<file path="config.mk">
export PLATFORM = sky130hd
export DESIGN_NAME = cic_comp_fir
export DESIGN_NICKNAME = d
export VERILOG_FILES = /design/src/rtl/cic_comp_fir.sv
export SDC_FILE = /design/constraint.sdc
export NUM_CORES = 2
export LEC_CHECK = 0
export ABC_CLOCK_PERIOD_IN_PS = 18800
export CAP_MARGIN = 0
export CORE_MARGIN = 4
export CORE_UTILIZATION = 69
export CTS_CLUSTER_DIAMETER = 120
export DETAILED_ROUTE_END_ITERATION = 7
export PLACE_DENSITY = 0.89
export SYNTH_ARGS = -nofsm -noshare
export SYNTH_HDL_FRONTEND = slang
export SYNTH_SLANG_ARGS = --single-unit
export TNS_END_PERCENT = 20
</file>
<file path="constraint.sdc">
create_clock -name clk_i -period 18.8 [get_ports clk_i]
set_clock_uncertainty 0.1 [all_clocks]
set_input_delay 1.88 -clock clk_i [delete_from_list [all_inputs] [get_ports clk_i]]
set_output_delay 1.88 -clock clk_i [all_outputs]
set_load 0.02 [all_outputs]
</file>
<file path="src/rtl/cic_comp_fir.sv">
// Droop-compensation FIR behind the CIC decimator: one shared multiplier walks
// NTAPS taps per accepted sample, then rounds, saturates and strobes the result.
module cic_comp_fir #(
  parameter int DATA_WIDTH = 16,
  parameter int OUT_WIDTH  = 16,
  parameter int COEF_WIDTH = 18,
  parameter int COEF_FRAC  = 17,
  parameter int NTAPS      = 21,
  parameter int AW         = $clog2(NTAPS),
  parameter int ACC_WIDTH  = DATA_WIDTH + COEF_WIDTH + $clog2(NTAPS)
) (
  input  logic                         clk_i,
  input  logic                         rst_i,
  input  logic                         en_i,
  input  logic signed [DATA_WIDTH-1:0] data_i,
  input  logic                         val_i,
  input  logic                         coef_we_i,
  input  logic        [AW-1:0]         coef_addr_i,
  input  logic signed [COEF_WIDTH-1:0] coef_data_i,
  output logic signed [OUT_WIDTH-1:0]  data_o,
  output logic                         val_o,
  output logic                         busy_o,
  output logic                         overrun_o
);

  localparam int PW = DATA_WIDTH + COEF_WIDTH;
  localparam logic [AW-1:0] LAST = AW'(NTAPS - 1);
  localparam logic [AW:0]   NT   = (AW + 1)'(NTAPS);
  localparam logic signed [COEF_WIDTH-1:0] COEF_ONE = COEF_WIDTH'((longint'(1) <<< COEF_FRAC) - 1);
  localparam logic signed [ACC_WIDTH:0] HALF   = (ACC_WIDTH + 1)'(longint'(1) <<< (COEF_FRAC - 1));
  localparam logic signed [ACC_WIDTH:0] SAT_HI = (ACC_WIDTH + 1)'((longint'(1) <<< (OUT_WIDTH - 1)) - 1);
  localparam logic signed [ACC_WIDTH:0] SAT_LO = ~SAT_HI;

  typedef enum logic [1:0] {S_IDLE, S_MAC, S_ROUND, S_OUT} state_t;

  state_t                         state_q;
  logic        [AW-1:0]           wptr_q, rptr_q, tap_q;
  logic        [AW-1:0]           wptr_d, rptr_d;
  logic signed [DATA_WIDTH-1:0]   dl_q   [NTAPS];
  logic signed [COEF_WIDTH-1:0]   coef_q [NTAPS];
  logic signed [PW-1:0]           prod_d, prod_p1_q;
  logic signed [ACC_WIDTH-1:0]    prod_ext, acc_p2_q;
  logic signed [OUT_WIDTH-1:0]    data_q;
  logic                           val_q, ovr_q, coef_wr;

  // Round half toward +inf, then clamp to the signed output range.
  function automatic logic signed [OUT_WIDTH-1:0] rnd_sat(input logic signed [ACC_WIDTH-1:0] a);
    logic signed [ACC_WIDTH:0] t;
    t = $signed({a[ACC_WIDTH-1], a}) + HALF;
    t = t >>> COEF_FRAC;
    if (t > SAT_HI)      rnd_sat = SAT_HI[OUT_WIDTH-1:0];
    else if (t < SAT_LO) rnd_sat = SAT_LO[OUT_WIDTH-1:0];
    else                 rnd_sat = t[OUT_WIDTH-1:0];
  endfunction

  always_comb begin
    wptr_d   = (wptr_q == LAST) ? '0 : wptr_q + 1'b1;
    rptr_d   = (rptr_q == '0) ? LAST : rptr_q - 1'b1;
    prod_d   = PW'(coef_q[tap_q]) * PW'(dl_q[rptr_q]);
    prod_ext = ACC_WIDTH'(prod_p1_q);
    coef_wr  = coef_we_i && (state_q == S_IDLE) && ({1'b0, coef_addr_i} < NT);
  end

  always_ff @(posedge clk_i) begin
    if (rst_i) begin
      state_q <= S_IDLE;
      wptr_q  <= '0;
      rptr_q  <= '0;
      tap_q   <= '0;
      data_q  <= '0;
      val_q   <= 1'b0;
      ovr_q   <= 1'b0;
      for (int i = 0; i < NTAPS; i++) begin
        dl_q[i]   <= '0;
        coef_q[i] <= (i == 0) ? COEF_ONE : '0;
      end
    end else begin
      // Coefficient port is independent of the clock enable.
      if (coef_wr) coef_q[coef_addr_i] <= coef_data_i;
      if (en_i) begin
        val_q <= 1'b0;
        ovr_q <= val_i && (state_q != S_IDLE);
        case (state_q)
          S_IDLE: if (val_i) begin
            dl_q[wptr_q] <= data_i;
            rptr_q       <= wptr_q;
            wptr_q       <= wptr_d;
            tap_q        <= '0;
            state_q      <= S_MAC;
          end
          S_MAC: begin
            rptr_q <= rptr_d;
            tap_q  <= tap_q + 1'b1;
            if (tap_q == LAST) state_q <= S_ROUND;
          end
          S_ROUND: state_q <= S_OUT;
          S_OUT: begin
            data_q  <= rnd_sat(acc_p2_q);
            val_q   <= 1'b1;
            state_q <= S_IDLE;
          end
          default: state_q <= S_IDLE;
        endcase
      end
    end
  end

  // Stage p1: tap product; stage p2: accumulate, cleared on the first tap.
  always_ff @(posedge clk_i) begin
    if (en_i) begin
      if (state_q == S_MAC) begin
        prod_p1_q <= prod_d;
        acc_p2_q  <= (tap_q == '0) ? '0 : acc_p2_q + prod_ext;
      end else if (state_q == S_ROUND) begin
        acc_p2_q  <= acc_p2_q + prod_ext;
      end
    end
  end

  assign data_o    = data_q;
  assign val_o     = val_q;
  assign busy_o    = (state_q != S_IDLE);
  assign overrun_o = ovr_q;

endmodule
</file>
==> summary.md <==
| Metric | Value |
|---|---|
| Outcome | `finished, final reports clean` |
| Post-CTS Resized | `0` |
| Total clock sinks | `1,206` |
| Gr usage total | `33.64%` |
| Worst r2r path cells | `25` |
| Drt wl/cell | `27.10 um` |
| Synth Register Bits | `1,206` |
| Routed Antenna Nets | `0` |
| Share of cells above drive strength 1 | `14.98%` |
| Worst setup path class | `register to register` |
| Worst VDD drop | `567.7 uV` |
| Die area | `97,820 um^2` |
| Endpoints failing setup | `0` |
| Total wire length | `160.4 mm` |
| Fmax achieved | `100.9 MHz` |
| DRT iter0 DRCs | `5,407` |
| Distinct cell type count after synthesis | `74` |
| Via count | `38,580` |
| Nets | `5,048` |
| RSZ-0062 raised after global routing | `no` |
| Number of synthesized flops with an enable pin | `1,161` |
| Async SR Flop Fraction | `0%` |
| Final hold vios | `0` |
| Sum Neg Setup Slack | `0 ns` |
| Least-Margin Pin Slew | `1.444 ns` |
| Drt pass-1 iters | `8` |
| Hold Crit Depth | `2` |
| Vias/cell | `6.519` |
| Leak | `26.35 nW` |
| Mapped Area | `64,090 um^2` |
| CTS Buf Count | `116` |
| Post-synth top area share | `54.40%` |
| Critical path launch point type | `register` |
| Hold/Removal Path Class | `register to register` |
| WP data arrival | `10.26 ns` |
| Max Slew Vio Count | `0` |
| Period utilization | `52.74%` |
| Synth Flop Type | `edfxtp_1` |
| Post-CTS Setup Inserts | `0` |
| Remaining global-route overflow | `0` |
| Initial cell density of the core | `69.70%` |
| Clk slew on worst S/H paths | `0.07 ns` |
| Max Root-Sink Buffers | `3` |
| Reg2Reg Setup Slack | `8.89 ns` |
| Cts hold-fix bufs | `0` |
| Row Count | `111` |
| Worst setup EP type | `register` |
| Layout Cell Area excl Fill | `70,200 um^2` |
| Fillers | `4,951` |
| Post-synthesis sequential area ratio | `55.81%` |
| PortBufs | `62` |
| Slowest CP cell | `buf_4` |
| Min-Delay Endpoint | `overrun_o` |
| GP Congestion | `0.9343` |
| Post-synthesis cell count | `4,362` |
| IO Pins | `63` |
| First-pass GRT wire length | `247.0 mm` |
| CTS root buffer | `clkbuf_16` |
| Area contributors post-synth | `edfxtp_1, mux4_2, fa_1` |
| Area leader, netlist | `edfxtp_1` |
| Max FO, Critical Path | `42` |
| Crit path largest cell delay | `0.81 ns` |
| Max_cap viols | `0` |
| Die Wd | `312.8 um` |
| Crit path required time | `19.14 ns` |
| DRC | `0` |
| Syn. warnings | `0` |
| Initial antenna violation count | `6` |
| Core area | `91,940 um^2` |
| Worst Hold Launch | `overrun_o` |
| Final worst path period need | `9.914 ns` |
| Die Y | `312.8 um` |
| TritonCTS clock tree | `done` |
| Area after DPL | `66,590 um^2` |
| P&R area growth vs syn | `9.547%` |
| Final HPWL DP | `96.58 mm` |
| Top cell by count, worst path | `fa_1` |
| PwrDens | `193.9 nW/um^2` |
| Mean post-synth cell area | `14.69 um^2` |
| H-tree Lvls | `3` |
| Slew headroom | `3.423%` |
| Worst-Skew Late Latency | `0.73 ns` |
| Number of global-route vias before repair | `40,350` |
| Worst flop-to-flop path endpoint | `prod_p1_q[30]` |
| Largest net degree at the start of global routing | `92` |
cells in the mapped netlist, types with 16 or more instances:
master    instances
clkbuf_1        173
mux4_2          340
o211ai_1         25
a21oi_1          70
xnor2_1          51
xor2_1           33
or2_2            54
dfxtp_1          45
o21ai_0          34
ha_1            136
nor3_1           25
mux2i_4          16
or3_1            21
nand3_1          33
inv_1           340
nand2_1         158
nor2_1          305
edfxtp_1       1161
fa_1            291
and2_1          707
a21o_1           28
nand4_1          18
buf_2            45
nand2b_1         35
layer usage:
metal | share of wire, % | global-route usage [%] | vias to the layer above
met5 | 0.052 | 0 | -
met4 | 5.1 | 15.03 | 12
met3 | 13 | 8.932 | 578
met2 | 48 | 53.88 | 2915
met1 | 34 | 44.15 | 19270
li1 | - | - | 15810
registers in the layout (all words and copies together) (netlist names), named ones only:
name,cells
state_q,2
overrun_o,1
coef_q,576
tap_q,5
rptr_q,5
data_o,16
prod_p1_q,34
dl_q,512
wptr_q,5
acc_p2_q,39
val_o,1
cell families (layout without fill, tap and decap cells):
| logic type | count (synthesis) | in the layout | synth area share [%] |
|---|---|---|---|
| adder cells (fa/ha/maj) | 427 | 427 | 11.75 |
| buffers and inverters | 599 | 714 | 3.743 |
| multiplexers | 383 | 383 | 12.98 |
| XOR/XNOR | 84 | 84 | 1.148 |
| flip-flops | 1206 | 1206 | 55.81 |
| AO/OA/AOI/OAI | 246 | 246 | 2.597 |
| AND/OR/NAND/NOR | 1416 | 1416 | 11.98 |
| other | 1 | 200 | 0.005852 |
placed cells by master, fill, tap and decap left out, types with 16 or more instances in the layout:
| master | Yosys | routed |
|---|---|---|
| clkdlybuf4s50_1 | 0 | 61 |
| o211ai_1 | 25 | 25 |
| a21oi_1 | 70 | 70 |
| o21ai_0 | 34 | 34 |
| xnor2_1 | 51 | 51 |
| conb_1 | 1 | 198 |
| and2_1 | 707 | 706 |
| buf_4 | 13 | 86 |
| xor2_1 | 33 | 33 |
| nand2b_1 | 35 | 35 |
| nor2_1 | 305 | 305 |
| a21o_1 | 28 | 28 |
| or2_2 | 54 | 54 |
| nor3_1 | 25 | 25 |
| clkbuf_16 | 0 | 117 |
| fa_1 | 291 | 291 |
| edfxtp_1 | 1161 | 1161 |
| mux2i_4 | 16 | 16 |
| clkinv_1 | 0 | 32 |
| mux4_2 | 340 | 340 |
| or3_1 | 21 | 21 |
| clkinv_2 | 0 | 21 |
| clkbuf_1 | 173 | 23 |
| ha_1 | 136 | 136 |
| dfxtp_1 | 45 | 37 |
| inv_1 | 340 | 340 |
| nand2_1 | 158 | 158 |
| nand3_1 | 33 | 33 |
| nand4_1 | 18 | 18 |
layout make-up:
cell class	instances	area [um^2]	area share [%]
sequential	1206	35780	50.97
multi-input combinational	2754	26660	37.98
clock buffer	142	3042	4.333
tap	1243	1555	2.215
inverter	350	1314	1.871
timing repair buffer	149	1281	1.825
clock inverter	73	559.3	0.7967
antenna	2	5.005	0.007129
how the worst max path moves through the flow:
stage              from             to  cells after the start
2_1_floorplan  register  prod_p1_q[30]                     26
5_1_grt        register  prod_p1_q[30]                     25
3_5_place_dp   register  prod_p1_q[30]                     24
4_1_cts        register  prod_p1_q[30]                     24
3_3_place_gp   register  prod_p1_q[30]                     24
6_report       register  prod_p1_q[30]                     25
where the power goes:
group	internal (W)	leakage [nW]	switching [W]	total [W]
logic	0.00338	12.7	0.00442	0.00780
clock network	0.00122	1.77	0.00103	0.00225
registers	0.00350	11.9	0.0000731	0.00357
worst max-delay path: cells and delay by family (launching register included):
family          cells  cell delay, ns
compound gates      6            1.64
xor+xnor            1            0.07
flops               1            0.77
simple gates        2            0.20
buf+inv             6            1.70
fa+ha+maj           7            3.42
mux                 3            1.62
per-stage QoR:
| stage | utilization [%] | instances | hold WS [ns] | setup WS (ns) | total power [W] |
|---|---|---|---|---|---|
| global route | 76.35 | 5917 | 0.4057 | 8.220 | 0.01478 |
| detailed placement | 72.43 | 5701 | 0.3571 | 8.342 | 0.01127 |
| floorplan | - | 4559 | 0.4006 | 11.15 | 0.009688 |
| CTS | 76.34 | 5916 | 0.3676 | 8.293 | 0.01357 |
| global placement | 72.43 | 5701 | 0.3537 | 8.568 | 0.01095 |
| finish | 76.36 | 5919 | 0.3644 | 8.886 | 0.01361 |
Note: power is estimated with default switching activity, not from simulation.
